<file path="config.mk">
export PLATFORM = sky130hd
export DESIGN_NAME = pulse_rate_meter
export DESIGN_NICKNAME = d
export VERILOG_FILES = /design/src/rtl/pulse_rate_meter.sv
export SDC_FILE = /design/constraint.sdc
export NUM_CORES = 1
export LEC_CHECK = 0
export ABC_AREA = 1
export CORE_ASPECT_RATIO = 0.8
export CORE_UTILIZATION = 40
export CTS_BUF_LIST = sky130_fd_sc_hd__clkbuf_8 sky130_fd_sc_hd__clkbuf_16
export DETAILED_ROUTE_END_ITERATION = 6
export PLACE_DENSITY = 0.59
export REMOVE_ABC_BUFFERS = 1
export SLEW_MARGIN = 10
export SYNTH_ARGS = -nofsm -noshare
export SYNTH_HDL_FRONTEND = slang
export SYNTH_SLANG_ARGS = --single-unit
</file>
<file path="constraint.sdc">
create_clock -name CLK -period 3.69 [get_ports CLK]
set_clock_uncertainty 0.1 [all_clocks]
set_input_delay 0.738 -clock CLK [delete_from_list [all_inputs] [get_ports CLK]]
set_output_delay 0.738 -clock CLK [all_outputs]
set_load 0.005 [all_outputs]
</file>
<file path="src/rtl/pulse_rate_meter.sv">
// pulse_rate_meter: counts synchronised PIN rising edges over a GATE_CYCLES window and latches the count
module pulse_rate_meter #(
  parameter int CNT_W       = 16,
  parameter int GATE_W      = 24,
  parameter int GATE_CYCLES = 1000
) (
  input  logic             CLK,
  input  logic             RST,
  input  logic             EN,
  input  logic             PIN,
  output logic [CNT_W-1:0] DOUT,
  output logic             VALID,
  output logic             OVF,
  output logic             BUSY
);
  typedef enum logic [1:0] {IDLE, GATE, LATCH} state_t;
  state_t state;
  logic s1, s2, s3, rise, sat, ovf_i, ovf_nxt;
  logic [CNT_W-1:0] edge_cnt, edge_nxt;
  logic [GATE_W-1:0] gate_cnt;
  assign rise     = s2 & ~s3;
  assign sat      = &edge_cnt;
  assign edge_nxt = edge_cnt + CNT_W'(rise & ~sat);
  assign ovf_nxt  = ovf_i | (rise & sat);
  // the last window cycle latches the next-state count so its own edge is included
  always_ff @(posedge CLK or negedge RST)
    if (!RST) begin
      state    <= IDLE;
      {s1, s2, s3} <= '0;
      edge_cnt <= '0;
      gate_cnt <= '0;
      ovf_i    <= 1'b0;
      DOUT     <= '0;
      VALID    <= 1'b0;
      OVF      <= 1'b0;
      BUSY     <= 1'b0;
    end else begin
      s1    <= PIN;
      s2    <= s1;
      s3    <= s2;
      VALID <= 1'b0;
      case (state)
        GATE:
          if (!EN) begin
            state <= IDLE;
            BUSY  <= 1'b0;
          end else begin
            gate_cnt <= gate_cnt + GATE_W'(1);
            edge_cnt <= edge_nxt;
            ovf_i    <= ovf_nxt;
            if (gate_cnt == GATE_W'(GATE_CYCLES - 1)) begin
              state <= LATCH;
              BUSY  <= 1'b0;
              DOUT  <= edge_nxt;
              OVF   <= ovf_nxt;
              VALID <= 1'b1;
            end
          end
        default: begin
          state    <= EN ? GATE : IDLE;
          BUSY     <= EN;
          edge_cnt <= '0;
          gate_cnt <= '0;
          ovf_i    <= 1'b0;
        end
      endcase
    end
endmodule
</file>
* Word level (Yosys, flattened, before mapping)
Index checks and enable logic that the tools add are counted.
Storage, ports and cells: bits in registers 65, latch bits 0, bits in writable memories 0, ROM bits 0, output and inout port bits 19, word-level logic and storage cells 41, memories 0
Operators by class: add/sub/neg operators 2, $mul 0, divide/modulo/power cells 0, order comparisons 0, equal/unequal tests 4, shifts and indexed selects 0, multiplexer cells 16, bitwise logic cells 6, reductions and logical operators 2
Operators with widths (count):
- $mux W24 | 2
- $mux W16 | 2
- $add A24 B1 Y24 const B | 1
- $eq A24 B10 Y1 const B | 1
- $add A16 B16 Y16 | 1
- $and A1 B16 Y16 | 1
- $not A1 Y16 | 1
- $reduce_and A16 Y1 | 1
- $mux W1 | 9
- $mux W2 | 3
- $ne A3 B3 Y1 const B | 1
- $reduce_and A3 Y1 | 1
- $and A1 B1 Y1 | 2
- $eq A2 B1 Y1 const B | 1
- $ne A2 B2 Y1 const B | 1
- $not A1 Y1 | 1
- $or A1 B1 Y1 | 1

* Depth between registers and ports, before layout
depth in word-level cells 6, mapped depth 14, gate-level depth less buffers 14

* Worst setup path after synthesis
No wires, ideal clock.
path kind register to register, start point register edge_cnt[6], end point register DOUT[10], setup time 0.116 ns, arrival time 1.823 ns, required time 3.474 ns, path slack 1.651 ns, cell stages (with the launch flop) 14, clock period less this slack 2.039 ns, path through dfrtp_1 -> nand2_1 -> nor2_1 -> nand2_1 -> nor2_1 -> nor3_1 -> ha_1 -> ha_1 -> nand3_1 -> nor2_1 -> nand2_1 -> xnor2_1 -> nand2_1 -> nand2_1
Between the ends: word-level cells in the longest chain between the ends 4
Ends and longest elaborated chain:
- from (decl) | RTL line 19 | logic [CNT_W-1:0] edge_cnt, edge_nxt;
- from (signal assigned) | RTL line 49 | edge_cnt <= edge_nxt;
- $reduce_and A16 Y1 | RTL line 22 | assign sat = &edge_cnt;
- $not A1 Y16 | RTL line 23 | assign edge_nxt = edge_cnt + CNT_W'(rise & ~sat);
- $and A1 B16 Y16 | RTL line 23
- $add A16 B16 Y16 * | RTL line 23
- to (signal assigned) | RTL line 54 | DOUT <= edge_nxt;
- to (decl) | RTL line 11 | output logic [CNT_W-1:0] DOUT,
Mark *: on every way between the ends. The rest lies on a longest branch, timed or not. A chain may end at the register's enable or synchronous reset.

* Worst setup path after layout
start point input EN, end point register DOUT[0]
Between the ends: word-level cells in the longest chain between the ends 1
Ends and longest elaborated chain:
- from (decl) | RTL line 9 | input logic EN,
- $reduce_and A3 Y1 (no line)
No other way between the ends.

==> summary.txt <==
Logic synthesis
  • Most instantiated cells after synthesis: nand2_1, nor2_1, dfrtp_1, inv_1, nand3_1
  • Most common cell in the synthesized netlist: nand2_1
  • Synthesized netlist cell count: 465
  • Number of synthesized flops with an enable pin: 0
  • Synth area leader: dfrtp_1
  • Register area share after synthesis: 46.41%
  • Mapped cell area: 0.003451 sq mm
  • Share of the synthesized area in the top cell type: 46.41%
  • Ys async rst share: 100.0%
  • Post-synth cell types: 33
  • Flop and latch count out of synthesis: 64
  • Synth warn: 0
  • Top cells by area, synth: dfrtp_1, nand2_1, nor2_1
  • Most used flip-flop cell after synthesis: dfrtp_1
  • Average cell area after synthesis: 7.421 sq um

GRT
  • Grt ovf: 0
  • First-pass GRT wire length: 13870 um
  • Initial antenna violation count: 0
  • Largest net degree at the start of global routing: 65
  • Overall Global Routing Usage: 20.20%
  • Grt met1 use: 32.42%
  • Gr busiest metal: met1
  • GR Layer Usage met3: 6.144%
  • Number of global-route vias before repair: 2689
  • Grt met2 use: 25.79%

Finish
  • Ant diodes: 0
  • Layout cell share with drive strength beyond 1: 8.048%
  • Final std cells w/o fill: 605
  • Nets: 500
  • Fillers: 839
  • Area grow syn2layout: 13.74%

Min path
  • Hold worst-path end: s2$_DFF_PN0_
  • Worst Hold Launch: s1$_DFF_PN0_
  • Hold path cells: 0
  • Min-Delay Path Class: flop to flop

STA
  • Final setup margin: 1.039 ns
  • Final period util: 71.84%
  • Hold WS: 0.2592 ns
  • Final setup vio count: 0
  • Slew headroom: 45.12%
  • Fmax achieved: 377.3 MHz
  • Fin. max-slew vios: 0
  • RSZ-0062 raised after global routing: false
  • Least-Margin Pin Slew: 0.8232 ns
  • Final hold vios: 0
  • Final min period: 2.651 ns
  • Setup Total Neg Slack: 0 ns

Setup path
  • Reg-to-Reg Start: edge_cnt[5]$_DFFE_PN0P_
  • Worst Setup Path Type: input port to flop
  • Reg2reg setup slack: 1.18 ns
  • Worst r2r dst: DOUT[10]$_DFFE_PN0P_
  • Max Fanout on Critical Path: 17
  • Worst setup EP type: flop
  • CP Launch Type: input port
  • Critical Path RT: 3.88 ns
  • Crit path DAT: 2.84 ns
  • Reg2reg path depth: 13

Placement
  • Pre-CTS setup slack: 0.6951 ns
  • Placed Cells: 589
  • Placer Congestion: 0.8747
  • I/O Buffers: 22
  • HPWL after DPL: 5795 um

Status
  • Status: finished clean

Pwr
  • VDD IR max: 0.1750 mV
  • Leak pwr: 1.857 nW
  • Pwr per Cell Area: 324.5 mW/mm^2

Route
  • Vias: 2974
  • DR pass1 iterations: 5
  • WL final: 8158 um
  • 1st-iter DRT viols: 257
  • DR vias/cell: 4.916
  • # DRC: 0
  • Wire length per cell: 13.48 um
  • DRT antenna net count: 0

Clock network
  • Num CTS Buffers: 9
  • CTS H-Tree Depth: 3
  • CTS Sinks: 64
  • Setup bufs post-CTS: 0
  • # resized after CTS: 0
  • Root Buffer: clkbuf_8
  • Clock Path Buffers: 2
  • CTS tree: yes
  • Clock slew at reported path FFs: 0.07 ns
  • Hold buffers post-CTS: 0
  • Worst-Skew Late Latency: 0.35 ns

Floorplan
  • Width of the die: 105.8 um
  • Die height: 85.08 um
  • I/O pin count: 23
  • Core area: 0.008128 sq mm
  • Die footprint: 0.009005 sq mm
  • Rows: 29
  • Starting density of the core: 42.46%

Run
  • Maxcap violations: 0
==> per-layer routing <==
| metal | vias to the layer above | wire length, um | share of wire, % |
|---|---|---|---|
| met3 | 11 | 470 | 5.8 |
| met2 | 72 | 3116 | 38 |
| met4 | 0 | 87 | 1.1 |
| met5 | - | 0 | 0 |
| li1 | 1514 | - | - |
| met1 | 1377 | 4484 | 55 |
==> layout make-up <==
type / instances / area, sq um / share of cell area [%]
clock buffer: 9 / 123.9 / 3.156
timing repair buffer: 23 / 222.7 / 5.674
sequential: 64 / 1602 / 40.80
multi-input combinational: 344 / 1614 / 41.12
inverter: 50 / 187.7 / 4.782
clock inverter: 7 / 40.04 / 1.020
tap: 108 / 135.1 / 3.443
==> state kept, by name (all words and copies together), names as in the netlist <==
register / cells
DOUT: 16
OVF: 1
VALID: 1
edge_cnt: 16
gate_cnt: 24
ovf_i: 1
s1: 1
s2: 1
s3: 1
state: 2
==> per-stage QoR <==
step                util (%)  instance area (sq um)  total power, mW
floorplan                  -                   3403           0.7449
global route           48.29                   3925            1.335
CTS                    48.29                   3925            1.293
detailed placement     46.27                   3761           0.7752
global placement       46.27                   3761           0.7751
finish                 48.29                   3925            1.274
==> cells by family (layout without fill, tap and decap cells) <==
logic type | after synthesis | count (layout) | share of synthesized area (%)
buf+inv | 57 | 89 | 6.816
compound gates | 42 | 42 | 6.599
simple gates | 290 | 290 | 36.69
xor+xnor | 8 | 8 | 2.031
flops | 64 | 64 | 46.41
fa+ha+maj | 4 | 4 | 1.450
==> power by group <==
group / switching (mW) / internal [mW] / total [mW] / leakage, nW
registers: 0.00485 / 0.706 / 0.711 / 0.883
logic: 0.0382 / 0.0117 / 0.0499 / 0.883
clock network: 0.276 / 0.237 / 0.513 / 0.0899
==> cell usage in the layout, fill, tap and decap left out, types with 9 or more instances in the layout <==
master           netlist  final
nand2_1              164    164
nor2_1                65     65
dfrtp_1               64     64
inv_1                 44     45
nand3_1               24     24
clkdlybuf4s50_1        0     21
o21ai_0               19     19
a21oi_1               15     15
nand4_1               11     11
clkbuf_8               0      9
==> worst max path at each step <==
stage               slack, ns              endpoint  cells past startpoint               startpoint
finish                   1.04   DOUT[0]$_DFFE_PN0P_                      7                       EN
global route             0.92  DOUT[10]$_DFFE_PN0P_                     13  edge_cnt[5]$_DFFE_PN0P_
CTS                      1.05   DOUT[0]$_DFFE_PN0P_                      7                       EN
detailed placement       0.70   DOUT[6]$_DFFE_PN0P_                      7                       EN
global placement         0.78   DOUT[1]$_DFFE_PN0P_                      7                       EN
floorplan                1.65  DOUT[10]$_DFFE_PN0P_                     13  edge_cnt[6]$_DFFE_PN0P_
==> worst max-delay path, stage by stage <==
cell and delay, ns:
clkdlybuf4s50_1 0.83, inv_2 0.20, nor2_4 0.43, inv_2 0.14, nor2_4 0.32, nand2_1 0.11
nand2_1 0.07
Note: power is estimated with default switching activity, not from simulation.
==> edit 1 (same flow settings) <==
`GATE_W`: 24 -> 48.
--- a/src/rtl/pulse_rate_meter.sv
+++ b/src/rtl/pulse_rate_meter.sv
@@ -2,5 +2,5 @@
 module pulse_rate_meter #(
   parameter int CNT_W       = 16,
-  parameter int GATE_W      = 24,
+  parameter int GATE_W      = 48,
   parameter int GATE_CYCLES = 1000
 ) (
Function: same outputs for any inputs over 10 cycles, from zero or initial values and one cycle with RST low; that may be too few to reach the edited logic, so the function may still have changed.
==> edit 1 against the original RTL <==
  * Routed wire length up 82%
  * Setup slack lost 76 ps
  * Sequential cell count up 24
  * Area after synthesis grew 50%
  * Register-to-register slack got worse by 220 ps
  * Hold slack lost 5.6 ps
  * Design area increased by 51%
  * Total power increased by 65%
  * Maximum frequency fell by 2.8%
  * Die area up 49%
  * Combinational power rose by 34%
  * Critical path type is now reg -> reg
  * Critical endpoint is now edge_cnt[10]$_DFFE_PN0P_
  * Highest routed layer unchanged
==> edit 1: results <==
[setup_path]
slowest_stage = "dfrtp_1"
cp_slowest_stage_delay_ps = 400
critPathTopFamily = "simple AND/OR/NAND/NOR gates"
r2r_start = "edge_cnt[8]$_DFFE_PN0P_"
r2r.worst_path.cells = 16
worstSetupPathType = "reg -> reg"

[pwr]
p_sw_frac = 0.212
p_leak_uw = 0.00270
irDropWorstVdd_v = 0.000243

[synth]
synth_common_cells = "nand2_1, nor2_1, inv_1"
yosysSeqAreaShare = 0.424
synthTopCellsByArea = "dfrtp_1, nand2_1, nor2_1"
synth_cell_type_count = 25

[layout]
reg.largest.list = "gate_cnt x48, DOUT x16, edge_cnt x16"
nNetsFinal = 810
n_fill_cell = 1295
drive_above_1_share = 0.0459

[status]
outcome = "finished, final reports clean"

[route]
via_count = 5072
drtIter0Drc = 576

[placement]
gp_congestion = 0.967
dp_hpwl_mm = 11.2
dpl_cell_area_sq_um = 5590

[global_routing]
grt_pass1_wl_mm = 24.6
grt_pass1_vias = 4674
globalRouteTotalUtil = 0.241
grt_max_degree = 78

[sta]
relSlewSlack = 0.317

[hold_path]
whs_path_depth = 0

[clock_network]
cts_root_buffer = "clkbuf_16"
[edit 1: stage by stage]
step,total power (uW),util,hold slack (ps),setup WS [ps],std cells
after floorplan,1020,-,231,719,765
after global placement,1060,0.450,235,1000,962
after detailed placement,1060,0.450,242,977,962
after CTS,2120,0.477,256,983,977
after global routing,2170,0.477,268,563,977
final,2100,0.477,254,963,977
[edit 1: worst paths after layout]
kind / end / slack, ps
setup / recovery: edge_cnt[10]$_DFFE_PN0P_ / 960
hold / removal: s2$_DFF_PN0_ / 250
setup reg to reg: edge_cnt[10]$_DFFE_PN0P_ / 960
hold reg to reg: s2$_DFF_PN0_ / 250
max in group asynchronous: edge_cnt[13]$_DFFE_PN0P_ / 2250
min in group asynchronous: gate_cnt[38]$_DFFE_PN0P_ / 450
[edit 1: area by class of cell]
type | instances | share of cell area
Inverter | 94 | 0.0595
Timing Repair Buffer | 26 | 0.0418
Multi-Input combinational cell | 583 | 0.434
Tap cell | 171 | 0.0361
Sequential cell | 88 | 0.372
Clock inverter | 5 | 0.0165
Clock buffer | 10 | 0.0403
[edit 1: worst reg2reg max path, stage by stage, from the launching register on]
cell and delay, ps:
dfrtp_1 400, nand2_1 150, nor2_1 140, nand2_1 80
nor2_1 70, nor3_1 210, ha_1 200, ha_1 180
inv_1 50, nor2_1 360, inv_1 90, nor2_1 210
nand2_1 90, nand2_1 70, nand2_1 70, nand2_1 50
o21ai_0 80
[edit 1: cell families after synthesis]
family          count (synthesis)  share of synthesized area
compound gates                 65                     0.0631
xor+xnor                        7                     0.0118
fa+ha+maj                       4                    0.00964
flops                          88                      0.424
buf+inv                       107                     0.0805
simple gates                  507                      0.411
[edit 1: layer usage]
layer | up-vias | global-route usage | share of wire
met4 | 0 | 0.0546 | 0.0094
met3 | 13 | 0.0535 | 0.079
met2 | 189 | 0.312 | 0.38
met5 | - | 0 | 0
li1 | 2485 | - | -
met1 | 2385 | 0.395 | 0.53
[edit 1: power by group through the flow]
stage | registers (uW) | clock network (uW) | logic [uW]
finish | 973 | 1060 | 66.7
CTS | 973 | 1080 | 68.4
detailed placement | 991 | 0 | 68.3
global placement | 991 | 0 | 67.2
global route | 974 | 1110 | 77.8
floorplan | 991 | 0 | 26.9
==> edit 2 (config.mk and constraints unchanged) <==
Without the edit above. Encoding of `state_t`: now one-hot (3 bits for 3 states).
--- a/src/rtl/pulse_rate_meter.sv
+++ b/src/rtl/pulse_rate_meter.sv
@@ -14,5 +14,5 @@
   output logic             BUSY
 );
-  typedef enum logic [1:0] {IDLE, GATE, LATCH} state_t;
+  typedef enum logic [2:0] {IDLE = 3'b001, GATE = 3'b010, LATCH = 3'b100} state_t;
   state_t state;
   logic s1, s2, s3, rise, sat, ovf_i, ovf_nxt;
Formal check against the unedited RTL: same outputs for any inputs over 10 cycles, from zero or initial values and one cycle with RST low; not proved beyond that.
==> edit 2 against the original RTL <==
  * Routed wire length down 4.5%
  * Area after synthesis up 0.29%
  * Sequential cell count up 1
  * Total power up 21%
  * Setup slack better by 170 ps
  * Final cell count unchanged
  * Design area up 3.1%
  * Sequential power up 1%
  * Critical path type is now reg -> reg
  * Critical endpoint is now DOUT[8]$_DFFE_PN0P_
==> edit 2: results <==
[status]
outcome = "finished, final reports clean"

[pwr]
powerComb_uw = 42.2
p_leak_uw = 0.00183
irDropWorstVdd_v = 0.000224

[layout]
drive_above_1_share = 0.0825
final_util = 0.495

[route]
viasPerCell = 4.85
wirelength_mm = 7.79
firstDrtPassIters = 4

[placement]
dp_hpwl_mm = 5.53
gp_congestion = 0.887

[setup_path]
r2r_start = "edge_cnt[6]$_DFFE_PN0P_"
cp.arrival_ps = 2670
slowest_stage = "dfrtp_1"
r2r_slack_ps = 1210

[synth]
synth_common_cells = "nand2_1, nor2_1, dfrtp_1"
synth_cell_type_count = 29
yosysSeqAreaShare = 0.470
avgSynthCellArea_sq_um = 7.46

[global_routing]
globalRouteTotalUtil = 0.194
grt_pass1_wl_mm = 13.4
use_met3 = 0.0469
grt_pass1_vias = 2696
grt_util_met2 = 0.255

[sta]
relSlewSlack = 0.441
edit 2: cell count changes in the layout (fill, tap and decap cells not counted), moves of 3 or more:
cell | before | now
nor2_4 | 7 | 4
inv_1 | 45 | 39
clkinv_2 | 4 | 0
nor2_1 | 65 | 72
o21ai_0 | 19 | 16
clkbuf_8 | 9 | 12
bufinv_16 | 0 | 3
o21ai_1 | 1 | 5
nand2_1 | 164 | 168
edit 2: area by class of cell:
class | instances | area share
clock inverters | 4 | 0.0241
inverters | 42 | 0.0390
well taps | 108 | 0.0334
multi-input cells | 350 | 0.403
repair buffers | 24 | 0.0569
clock buffers | 12 | 0.0408
flip-flops and latches | 65 | 0.402
edit 2: stage by stage:
step                      cell area [sq um]  worst slack [ps]
after floorplan                        3420              1670
after global placement                 3780              1030
after detailed placement               3780               960
after CTS                              4050              1220
after global routing                   4050               928
final                                  4050              1210
edit 2: cells by family (layout without fill, tap and decap cells):
kind of cell	after synthesis	in the layout	synth area share
and+or+nand+nor	299	299	0.376
adders and majority gates	4	4	0.0145
AOI/OAI and AO/OA	40	40	0.0633
xor gates and xnor gates	7	7	0.0177
DFF	65	65	0.470
buffers and inverters	49	82	0.0582
edit 2: worst max path at each step:
stage	startpoint	slack (ps)	endpoint
global placement	EN	1030	edge_cnt[2]$_DFFE_PN0P_
finish	edge_cnt[6]$_DFFE_PN0P_	1210	DOUT[8]$_DFFE_PN0P_
CTS	edge_cnt[6]$_DFFE_PN0P_	1220	DOUT[8]$_DFFE_PN0P_
global route	edge_cnt[6]$_DFFE_PN0P_	930	DOUT[8]$_DFFE_PN0P_
detailed placement	EN	960	edge_cnt[2]$_DFFE_PN0P_
floorplan	edge_cnt[4]$_DFFE_PN0P_	1670	edge_cnt[14]$_DFFE_PN0P_
